## src/rtl/key_event_scanner_if.sv

```systemverilog
// Keypad scanner bundle: matrix rows/columns plus the key_code valid/ready handshake.
// The master is the scanner; the slave drives the rows and consumes keys.
interface key_event_scanner_if;
  logic [3:0] row;
  logic [3:0] col;
  logic [3:0] key_code;
  logic       key_valid;
  logic       key_ready;
  logic       key_overrun;

  modport master (
    input  row,
    input  key_ready,
    output col,
    output key_code,
    output key_valid,
    output key_overrun
  );

  modport slave (
    output row,
    output key_ready,
    input  col,
    input  key_code,
    input  key_valid,
    input  key_overrun
  );
endinterface

```

## src/rtl/key_event_scanner.sv

```systemverilog
// 4x4 active-low keypad scanner with press/release debounce and a one-deep key
// holding register; a key confirmed while the register is still full is dropped.
module key_event_scanner #(
  parameter int unsigned SCAN_DIV     = 1000,
  parameter int unsigned DEBOUNCE_CNT = 16
) (
  input logic               clk,
  input logic               reset,
  key_event_scanner_if.master kif
);

  localparam int unsigned SlotW = $clog2(SCAN_DIV);
  localparam int unsigned CntW  = $clog2(DEBOUNCE_CNT + 1);

  typedef enum logic [1:0] {StScan, StDebounce, StHeld, StRelease} state_e;

  state_e           state_q, state_d;
  logic [SlotW-1:0] slot_q, slot_d;
  logic [1:0]       col_idx_q, col_idx_d;
  logic [3:0]       cand_q, cand_d;
  logic [CntW-1:0]  cnt_q, cnt_d;
  logic [3:0]       code_q, code_d;
  logic             valid_q, valid_d;
  logic             ovr_q, ovr_d;

  logic             sample;
  logic             one_low;
  logic             all_high;
  logic [1:0]       row_idx;
  logic [CntW-1:0]  cnt_inc;
  logic             cnt_done;
  logic             confirm;

  function automatic logic [3:0] key_map(input logic [1:0] r, input logic [1:0] c);
    logic [3:0] code;
    unique case ({r, c})
      4'h0: code = 4'h1;
      4'h1: code = 4'h2;
      4'h2: code = 4'h3;
      4'h3: code = 4'hA;
      4'h4: code = 4'h4;
      4'h5: code = 4'h5;
      4'h6: code = 4'h6;
      4'h7: code = 4'hB;
      4'h8: code = 4'h7;
      4'h9: code = 4'h8;
      4'hA: code = 4'h9;
      4'hB: code = 4'hC;
      4'hC: code = 4'hE;
      4'hD: code = 4'h0;
      4'hE: code = 4'hF;
      default: code = 4'hD;
    endcase
    return code;
  endfunction

  assign sample   = (slot_q == SlotW'(SCAN_DIV - 1));
  assign all_high = (kif.row == 4'hF);
  assign cnt_inc  = cnt_q + CntW'(1);
  assign cnt_done = (cnt_inc == CntW'(DEBOUNCE_CNT));

  // One-low detection on the live rows; the candidate's row index reuses the same decode.
  always_comb begin
    one_low = 1'b1;
    unique case (kif.row)
      4'b1110: ;
      4'b1101: ;
      4'b1011: ;
      4'b0111: ;
      default: one_low = 1'b0;
    endcase
    unique case (cand_q)
      4'b1101: row_idx = 2'd1;
      4'b1011: row_idx = 2'd2;
      4'b0111: row_idx = 2'd3;
      default: row_idx = 2'd0;
    endcase
  end

  always_comb begin
    state_d   = state_q;
    slot_d    = sample ? '0 : slot_q + SlotW'(1);
    col_idx_d = col_idx_q;
    cand_d    = cand_q;
    cnt_d     = cnt_q;
    confirm   = 1'b0;

    if (sample) begin
      unique case (state_q)
        StScan: begin
          if (one_low) begin
            cand_d  = kif.row;
            cnt_d   = CntW'(1);
            state_d = StDebounce;
          end else begin
            col_idx_d = col_idx_q + 2'd1;
          end
        end
        StDebounce: begin
          if (kif.row == cand_q) begin
            if (cnt_done) begin
              confirm = 1'b1;
              cnt_d   = '0;
              state_d = StHeld;
            end else begin
              cnt_d = cnt_inc;
            end
          end else begin
            cnt_d     = '0;
            col_idx_d = col_idx_q + 2'd1;
            state_d   = StScan;
          end
        end
        StHeld: begin
          if (all_high) begin
            cnt_d   = CntW'(1);
            state_d = StRelease;
          end
        end
        StRelease: begin
          if (!all_high) begin
            cnt_d   = '0;
            state_d = StHeld;
          end else if (cnt_done) begin
            cnt_d     = '0;
            col_idx_d = col_idx_q + 2'd1;
            state_d   = StScan;
          end else begin
            cnt_d = cnt_inc;
          end
        end
        default: state_d = StScan;
      endcase
    end
  end

  // Output register: a transfer and a reload on the same edge leave valid set.
  always_comb begin
    code_d  = code_q;
    valid_d = valid_q;
    ovr_d   = 1'b0;
    if (valid_q && kif.key_ready) begin
      valid_d = 1'b0;
    end
    if (confirm) begin
      if (!valid_q || kif.key_ready) begin
        code_d  = key_map(row_idx, col_idx_q);
        valid_d = 1'b1;
      end else begin
        ovr_d = 1'b1;
      end
    end
  end

  always_ff @(posedge clk or posedge reset) begin
    if (reset) begin
      state_q   <= StScan;
      slot_q    <= '0;
      col_idx_q <= 2'd0;
      cand_q    <= 4'hF;
      cnt_q     <= '0;
      code_q    <= 4'h0;
      valid_q   <= 1'b0;
      ovr_q     <= 1'b0;
    end else begin
      state_q   <= state_d;
      slot_q    <= slot_d;
      col_idx_q <= col_idx_d;
      cand_q    <= cand_d;
      cnt_q     <= cnt_d;
      code_q    <= code_d;
      valid_q   <= valid_d;
      ovr_q     <= ovr_d;
    end
  end

  assign kif.col         = ~(4'b0001 << col_idx_q);
  assign kif.key_code    = code_q;
  assign kif.key_valid   = valid_q;
  assign kif.key_overrun = ovr_q;

endmodule

```

## src/flat_wrapper.sv

```systemverilog
// flat-port wrapper written by rule: the top's interface ports become plain ports
module key_event_scanner_flat 
#(
  parameter int unsigned SCAN_DIV     = 1000,
  parameter int unsigned DEBOUNCE_CNT = 16
)
  (clk, reset, kif_row, kif_key_ready, kif_col, kif_key_code, kif_key_valid, kif_key_overrun);
  key_event_scanner_if kif_i ();
  input logic clk;
  input logic reset;
  input wire logic [$bits(kif_i.row)-1:0] kif_row;
  input wire logic [$bits(kif_i.key_ready)-1:0] kif_key_ready;
  output wire logic [$bits(kif_i.col)-1:0] kif_col;
  output wire logic [$bits(kif_i.key_code)-1:0] kif_key_code;
  output wire logic [$bits(kif_i.key_valid)-1:0] kif_key_valid;
  output wire logic [$bits(kif_i.key_overrun)-1:0] kif_key_overrun;
  assign kif_i.row = kif_row;
  assign kif_i.key_ready = kif_key_ready;
  assign kif_col = kif_i.col;
  assign kif_key_code = kif_i.key_code;
  assign kif_key_valid = kif_i.key_valid;
  assign kif_key_overrun = kif_i.key_overrun;
  key_event_scanner #(.SCAN_DIV(SCAN_DIV), .DEBOUNCE_CNT(DEBOUNCE_CNT)) u_core (.clk(clk), .reset(reset), .kif(kif_i));
endmodule
```

## config.mk

```make
export PLATFORM = sky130hd
export DESIGN_NAME = key_event_scanner_flat
export DESIGN_NICKNAME = d
export VERILOG_FILES = /design/src/rtl/key_event_scanner_if.sv /design/src/rtl/key_event_scanner.sv /design/src/flat_wrapper.sv
export SDC_FILE = /design/constraint.sdc
export NUM_CORES = 1
export LEC_CHECK = 0
export ABC_AREA = 1
export CAP_MARGIN = 20
export CORE_UTILIZATION = 57
export DETAILED_ROUTE_END_ITERATION = 10
export GPL_ROUTABILITY_DRIVEN = 1
export PLACE_DENSITY = 0.79
export SKIP_LAST_GASP = 1
export SYNTH_ARGS = -nofsm -noshare
export SYNTH_HDL_FRONTEND = slang
export SYNTH_SLANG_ARGS = --single-unit
```

## constraint.sdc

```tcl
create_clock -name clk -period 1.7 [get_ports clk]
set_input_delay 0.34 -clock clk [delete_from_list [all_inputs] [get_ports clk]]
set_output_delay 0.34 -clock clk [all_outputs]
set_load 0.05 [all_outputs]
```

After elaboration in Yosys (flattened, before gate mapping). Memories as Yosys holds them, arrays and structs flattened. A register that Yosys moved wholly into a read port is not among the register bits. Cells that the tools add are included.

Word-level logic and storage cells: 76. Memories kept: 1. Register bits after elaboration: 25. Output and inout bits: 10. ROM bits: 64. Input bits: 7.

Mux-type cells: 30. Reduce and logical (&&, ||, !) cells: 11. $add $sub $neg: 3. Bitwise logic cells: 1. Shift operators: 1. Equality and inequality tests: 22.

Memories: (name not given) (depth 16, bits a word 4, read ports 1, clocked after Yosys merged registers in 1, wr ports 0, line key_event_scanner.sv:36) `unique case ({r, c})`.

Operators with widths (number): 5-bit two-way mux (5); 4-bit equality test, second input constant (6); 2-bit two-way mux (10); 5-bit case mux with 4 select lines (1); 2-bit case mux with 3 select lines (2); 10-bit by 1-bit adder with 10-bit output, second input constant (1); 10-bit equality test, second input constant (1); 1-bit two-way mux (10); 10-bit two-way mux (1); 4-bit by 3-bit equality test with 1-bit output, second input constant (2); 2-bit by 1-bit != test with 1-bit output, second input constant (4); 2-bit case mux with 4 select lines (1); 3-bit AND reduction (2); 6-bit AND reduction (1); 5-bit by 1-bit adder with 5-bit output, second input constant (1); 5-bit equality test, second input constant (1); 5-bit AND reduction (1); 2-bit equality test, second input constant (2); 4-bit equality test (1); 2-bit != test, second input constant (2); 4-bit inverter (1); 4-bit OR reduction (1); 1-bit by 2-bit << shifter with 4-bit output, first input constant (1); 3-bit by 2-bit != test with 1-bit output, second input constant (1); 9 further kinds (9).

Depth between registers and ports, before layout. Gate-level depths: netlist (run 1).

Word-level depth: 7. Mapped depth: 11. Depth with buffers taken out: 11.

Worst setup path before layout (run 1). No wires, ideal clock.

Path kind: register to register. Start point: register u_core.col_idx_q[1]. End point: register u_core.code_q[3] (netlist: u_core.kif.key_code[3]). Required time: 1.634 ns. Stages on the path, launching flop included: 8. Arrival time: 1.408 ns. Buffers on the path: 0. Period minus slack after synthesis: 1.474 ns. Slack: 0.226 ns. Library setup time: 0.066 ns. Path through: dfrtp_1 inv_1 ha_1 inv_1 nand3_1 a31oi_1 nand3_1 nand2_1.

RTL lines: from (decl) (line key_event_scanner.sv:19) `logic [1:0] col_idx_q, col_idx_d;`; from (signal assigned) (line key_event_scanner.sv:168) `col_idx_q <= col_idx_d;`; to (decl) (line key_event_scanner.sv:22) `logic [3:0] code_q, code_d;`.

Worst setup path in the final report (run 1).
Start point: register u_core.col_idx_q[1]. End point: output kif_col[0].

Longest elaborated chain between the ends: 2.

RTL lines: 1-bit by 2-bit << shifter with 4-bit output (line key_event_scanner.sv:177) `assign kif.col = ~(4'b0001 << col_idx_q);`; 4-bit inverter (line key_event_scanner.sv:177); to (decl) (line flat_wrapper.sv:13) `output wire logic [$bits(kif_i.col)-1:0] kif_col;`.

Every way passes these cells.

==> flow_summary_export.csv, run 1 <==
group,metric,value,unit
clocking,cts-root-buf,"clkbuf_4",
drt,vias,1812,
floorplan,coreArea,0.00315,mm²
drt,wl,4110,µm
sta,timing.fmax,616,MHz
clocking,cts.sinks,29,
clocking,h-tree-depth,2,
synthesis,synth-xor-area-share,1.79,%
worst_setup_path,crit_required,1.36,ns
floorplan,die-area,0.00368,mm²
global_routing,grt_use_met2,41.6,%
cells_and_area,final_nets,324,
sta,min_period,1.62,ns
floorplan,dieWidth,60.6,µm
sta,clock_skew,0.0195,ns
worst_setup_path,ff2ff_setup_slack,0.12,ns
sta,setup_viol,0,
worst_setup_path,ff2ff_path_depth,10,
drt,via_per_inst,5.12,
drt,drt-wirelength-per-cell,11.6,µm
cells_and_area,drive_gt1_share,26.5,%
sta,rsz0062_at_grt,"yes",
pwr,finalPower,1.18,mW
synthesis,yosysTopAreaCellShare,31.9,%
floorplan,start_util,62.1,%
global_routing,grt_use_met3,6.61,%
cells_and_area,fill_cells,248,
cells_and_area,syn_to_final_growth,22.5,%
sta,slew_headroom,75.9,%
place,gp_congestion,0.987,
place,port_buffers,16,
global_routing,grt_pass1_vias,1662,
sta,hold_viol_final,0,
global_routing,grt_pass1_wl,6930,µm
drt,first_pass_iters,4,
synthesis,synth-compound-area-share,6.39,%
synthesis,synth_top_family_by_area,"simple AND/OR/NAND/NOR gates",
drt,drc,0,
synthesis,synth_adder_area_share,5.11,%
synthesis,netlist_area,0.00196,mm²
drt,ant_nets,0,
synthesis,synth_seq_cells,29,
synthesis,yosys.area.top_type,"dfrtp_1",
synthesis,synthSimpleGateAreaFrac,39.2,%
worst_hold_path,min_path_type,"input port to async pin",
clocking,clk_path_buf_depth,2,
synthesis,muxShareOfSynthArea,0,%
global_routing,grtUsageMet1,32.9,%
floorplan,fp.dieH,60.6,µm
clocking,clkTransAtPathRegs,0.11,ns
global_routing,grt_overflow,0,
sta,drv_slew,0,
clocking,cts_buffers,5,
floorplan,fp-row-count,20,
floorplan,io_pins,17,
drt,detail_route.iter0.violations,121,
synthesis,ys_top_cells_by_area,"dfrtp_1 32%, nand2_1 14%, inv_1 7.9%",
place,hpwl,3020,µm
worst_setup_path,critPathLaunchType,"register",
cells_and_area,antenna_cells,0,
synthesis,syn_inst,272,
global_routing,busiest_layer,"met2",
outcome,status,"complete, no violations",
place,place_inst,340,
worst_setup_path,crit_start,"u_core.col_idx_q[1]$_DFFE_PP0P_",
pwr,p_per_area,490,mW/mm²
synthesis,synthesis.nets,287,
pwr,p_leak,1.21,nW
worst_setup_path,r2r_end,"u_core.kif.key_code[0]$_DFFE_PP0P_",
synthesis,avgSynthCellArea,7.20,µm²
sta,worstMarginPinSlew,0.362,ns
global_routing,grt_max_degree,30,
global_routing,grt_util_all_layers,25.5,%
worst_setup_path,worstPathMaxFanout,6,
synthesis,seq_area_frac_synth,37.3,%
synthesis,synth.distinct_cells,35,
worst_setup_path,arrival,1.28,ns
sta,holdWs,0.370,ns
synthesis,yosys_warnings,0,
clocking,clock_insertion_delay_worst_skew,0.34,ns
sta,min_period_over_period,95.5,%
worst_setup_path,worstReg2RegStart,"u_core.slot_q[0]$_DFF_PP0_",
clocking,hold_buffers,0,
worst_setup_path,crit_type,"register to output port",
global_routing,antenna_found_initial,0,
cells_and_area,final-instance-count-excl-fill,354,
pwr,peakVddDrop,0.348,mV
clocking,cts_tree,"built",
flow_run,cap_violations,0,
worst_setup_path,worst_setup_path_end_kind,"output port",
==> what timing repair did <==
action | 4_1_cts | 5_1_grt
pin swaps | 0 | 3
buffers inserted | 1 | 5
gates cloned | 0 | 0
setup endpoints to repair | 3 | 17
gates resized for setup | 2 | 11
==> cells by family (layout without fill, tap and decap cells) <==
group / Yosys count / count (layout)
buf+inv: 50 / 88
flops: 29 / 29
simple gates: 161 / 161
xor+xnor: 4 / 4
fa+ha+maj: 8 / 8
compound gates: 20 / 20
==> per-layer routing <==
metal	wire length [µm]	vias to the layer above
met3	247	8
met4	71	0
li1	-	922
met1	1810	827
met2	1980	55
met5	0	-
==> where the power goes <==
group | switching [mW] | internal, mW
Clock | 0.258 | 0.156
Combinational | 0.0411 | 0.0306
Sequential | 0.000621 | 0.690
Total | 0.300 | 0.877
==> critical path, stage by stage (launching register included) <==
cell and delay, ns:
dfrtp_2 0.47, inv_1 0.13, ha_1 0.17, inv_2 0.05, buf_12 0.14
==> synthesized netlist by cell type <==
| cell | n |
|---|---|
| a21o_1 | 1 |
| a21oi_1 | 4 |
| a21oi_2 | 1 |
| a31oi_1 | 1 |
| and2_1 | 1 |
| buf_2 | 1 |
| buf_6 | 1 |
| clkinv_1 | 1 |
| clkinv_2 | 1 |
| dfrtp_1 | 25 |
| dfstp_2 | 4 |
| ha_1 | 8 |
| inv_1 | 41 |
| inv_2 | 4 |
| inv_4 | 1 |
| nand2_1 | 75 |
| nand2_2 | 7 |
| nand2_4 | 1 |
| nand3_1 | 24 |
| nand3_2 | 2 |
| nand3_4 | 1 |
| nand3b_1 | 2 |
| nand4_1 | 7 |
| nor2_1 | 26 |
| nor2_2 | 6 |
| nor2_4 | 4 |
| nor3_1 | 2 |
| nor4_1 | 1 |
| o21ai_0 | 6 |
| o21ai_1 | 2 |
| o21ai_2 | 4 |
| o31ai_1 | 1 |
| or2_1 | 1 |
| or2_2 | 1 |
| xor2_1 | 4 |
==> worst max path at each step <==
stage	endpoint	slack, ns	depth (start not counted)
4_1_cts	kif_col[0]	0.03	4
3_3_place_gp	u_core.kif.key_code[2]$_DFFE_PP0P_	-0.17	10
5_1_grt	u_core.kif.key_code[0]$_DFFE_PP0P_	-0.02	10
2_1_floorplan	u_core.kif.key_code[3]$_DFFE_PP0P_	0.23	7
3_5_place_dp	u_core.kif.key_code[2]$_DFFE_PP0P_	-0.20	10
6_report	kif_col[0]	0.08	4
==> layout by cell type, fill, tap and decap left out, types with 3 or more instances in the layout <==
cell type        Yosys  layout
ha_1                 8       7
dfstp_2              4       4
inv_1               41      38
nor2_1              26      24
a21oi_1              4       4
o21ai_0              6       6
buf_12               0       5
nand2_2              7       8
nand3_1             24      23
xor2_1               4       4
clkinv_2             1       3
nor2_4               4       5
nand4_1              7       7
inv_2                4       8
clkbuf_4             0       5
dfrtp_1             25      23
nor2_2               6       7
nand2_1             75      74
buf_4                0      21
o21ai_2              4       4
clkdlybuf4s50_1      0       6
==> layout make-up <==
| type | count | area [µm²] | area share (%) |
|---|---|---|---|
| flip-flops and latches | 29 | 733 | 30.5 |
| inverters | 48 | 184 | 7.66 |
| clock buffers | 5 | 37.5 | 1.56 |
| well taps | 44 | 55.1 | 2.29 |
| repair buffers | 32 | 318 | 13.2 |
| multi-input cells | 193 | 1060 | 44.0 |
| clock inverters | 3 | 17.5 | 0.730 |
==> sequential cells by signal, summed over array words and instances (netlist names) <==
name                    cells
u_core.slot_q              10
u_core.cnt_q                5
u_core.cand_q               4
u_core.kif.key_code         4
u_core.col_idx_q            2
u_core.state_q              2
u_core.kif.key_overrun      1
u_core.kif.key_valid        1
==> stage by stage <==
| stage | setup slack, ns | area (µm²) | utilization [%] | setup TNS [ns] |
|---|---|---|---|---|
| 2_1_floorplan | 0.226 | 1960 | - | 0 |
| 3_3_place_gp | -0.165 | 2270 | 72.0 | -2.09 |
| 3_5_place_dp | -0.204 | 2270 | 72.0 | -2.58 |
| 4_1_cts | 0.0268 | 2340 | 74.1 | 0 |
| 5_1_grt | -0.0205 | 2400 | 76.2 | -0.0247 |
| 6_report | 0.0773 | 2400 | 76.2 | 0 |
Note: power is estimated with default switching activity, not from simulation.
==> run 2, diff against run 1 <==
CAP_MARGIN = 10   (was 20)
==> results of run 2 <==
Same layout as run 1: the final DEF is identical, and so are final timing and power.
==> run 3, diff against run 2 <==
TNS_END_PERCENT = 20   (was default)
==> flow_summary_export.csv, run 3 (same netlist as run 1, synthesis figures left out) <==
group,metric,value,unit
outcome,status,"complete, no violations",
floorplan,start_util,62.1,%
sta,hold_viol_final,0,
clocking,clkTransAtPathRegs,0.11,ns
cells_and_area,drive_gt1_share,25.6,%
floorplan,die-area,0.00368,mm²
cells_and_area,mostFrequentLayoutCells,"74 x nand2_1, 39 x inv_1, 24 x nor2_1, 23 x nand3_1, 23 x dfrtp_1",
cells_and_area,syn_to_final_growth,21.8,%
pwr,p_per_area,493,mW/mm²
sta,clock_skew,0.0200,ns
cells_and_area,regArea,733,µm²
worst_setup_path,critPathLaunchType,"register",
clocking,h-tree-depth,2,
worst_hold_path,min_path_type,"input port to async pin",
pwr,finalPower,1.18,mW
global_routing,grt_pass1_wl,6930,µm
sta,setup_viol,0,
global_routing,grt_pass1_vias,1662,
drt,detail_route.iter0.violations,121,
place,gp_congestion,0.987,
sta,min_period,1.65,ns
global_routing,antenna_found_initial,0,
drt,drc,0,
sta,rsz0062_at_grt,"yes",
cells_and_area,utilization,75.7,%
clocking,cts-root-buf,"clkbuf_4",
clocking,cts.sinks,29,
worst_setup_path,crit_required,1.36,ns
floorplan,io_pins,17,
worst_setup_path,crit_type,"register to output port",
clocking,cts_buffers,5,
drt,first_pass_iters,5,
sta,worstMarginPinSlew,0.357,ns
drt,drt-wirelength-per-cell,11.6,µm
drt,ant_nets,0,
cells_and_area,antenna_cells,0,
clocking,cts_tree,"built",
global_routing,grt_util_all_layers,25.5,%
drt,wl,4080,µm
cells_and_area,final_nets,322,
pwr,p_leak,1.20,nW
worst_setup_path,arrival,1.31,ns
drt,via_per_inst,5.11,
clocking,clk_path_buf_depth,2,
drt,vias,1800,
worst_setup_path,worstPathMaxFanout,6,
sta,drv_slew,0,
floorplan,fp.dieH,60.6,µm
clocking,hold_buffers,0,
floorplan,coreArea,0.00315,mm²
worst_setup_path,worst_setup_path_end_kind,"output port",
global_routing,grt_overflow,0,
cells_and_area,largest_reg_flops,10,
place,port_buffers,16,
place,hpwl,3020,µm
flow_run,cap_violations,0,
floorplan,fp-row-count,20,
sta,slew_headroom,76.2,%
cells_and_area,multi_input_area,0.00106,mm²
floorplan,dieWidth,60.6,µm
sta,timing.fmax,606,MHz
global_routing,grt_max_degree,30,
pwr,peakVddDrop,0.350,mV
cells_and_area,fill_cells,251,
sta,min_period_over_period,97.0,%
cells_and_area,reg.largest.list,"u_core.slot_q (10), u_core.cnt_q (5)",
cells_and_area,largest-register,"u_core.slot_q",
cells_and_area,mostFrequentLayoutCell,"nand2_1",
clocking,clock_insertion_delay_worst_skew,0.34,ns
run 3: cell types whose count changed in the layout (fill, tap and decap cells not counted):
cell / before / now
buf_4: 21 / 19
inv_1: 38 / 39
inv_2: 8 / 7
run 3: layout make-up:
class / instances / share of cell area (%)
Sequential cell: 29 / 30.7
Tap cell: 44 / 2.31
Clock inverter: 3 / 0.734
Clock buffer: 5 / 1.57
Multi-Input combinational cell: 193 / 44.3
Inverter: 48 / 7.71
Timing Repair Buffer: 30 / 12.7
run 3: where the power goes:
part / switching [mW] / internal (mW)
Sequential: 0.000626 / 0.690
Combinational: 0.0408 / 0.0306
Clock: 0.259 / 0.156
run 3: worst paths after layout:
kind                                                     from                                 end  slack, ns  cells after the start
max in group asynchronous                               reset        u_core.cand_q[2]$_DFFE_PP1P_       1.01                      3
max reg2reg                      u_core.cand_q[2]$_DFFE_PP1P_  u_core.kif.key_code[2]$_DFFE_PP0P_       0.12                      9
min reg2reg                u_core.kif.key_code[3]$_DFFE_PP0P_  u_core.kif.key_code[3]$_DFFE_PP0P_       0.50                      2
max                           u_core.col_idx_q[1]$_DFFE_PP0P_                          kif_col[0]       0.05                      4
min                                                     reset      u_core.kif.key_valid$_DFF_PP0_       0.36                      3
min in group clk           u_core.kif.key_code[3]$_DFFE_PP0P_  u_core.kif.key_code[3]$_DFFE_PP0P_       0.50                      2
run 3: stage by stage:
step / cell area, µm² / instances / setup slack (ns) / TNS, ns / hold slack (ns)
4_1_cts: 2340 / 349 / 0.0268 / 0 / 0.386
3_3_place_gp: 2270 / 340 / -0.165 / -2.09 / 0.466
2_1_floorplan: 1960 / 272 / 0.226 / 0 / 0.415
6_report: 2390 / 352 / 0.0508 / 0 / 0.363
3_5_place_dp: 2270 / 340 / -0.204 / -2.58 / 0.480
5_1_grt: 2390 / 352 / -0.0205 / -0.0769 / 0.390
run 3: what timing repair did:
item                                    in CTS  in global routing
pin swaps                                    0                  3
setup buffers                                1                  3
endpoints found under the hold margin        0                  0
gates resized for setup                      2                 10
endpoints found under the setup margin       3                 17
run 3: per-layer routing:
metal	up-vias	GRT usage [%]	share of wire [%]
met5	-	0	0
met4	0	8.77	1.7
met3	8	6.61	5.4
met2	49	41.6	49
met1	825	32.9	44
li1	918	-	-
run 3: critical path, cell delays in order (launching register included):
cell and delay, ns:
dfrtp_2 0.44, inv_1 0.10, ha_1 0.19, inv_1 0.11, buf_12 0.15
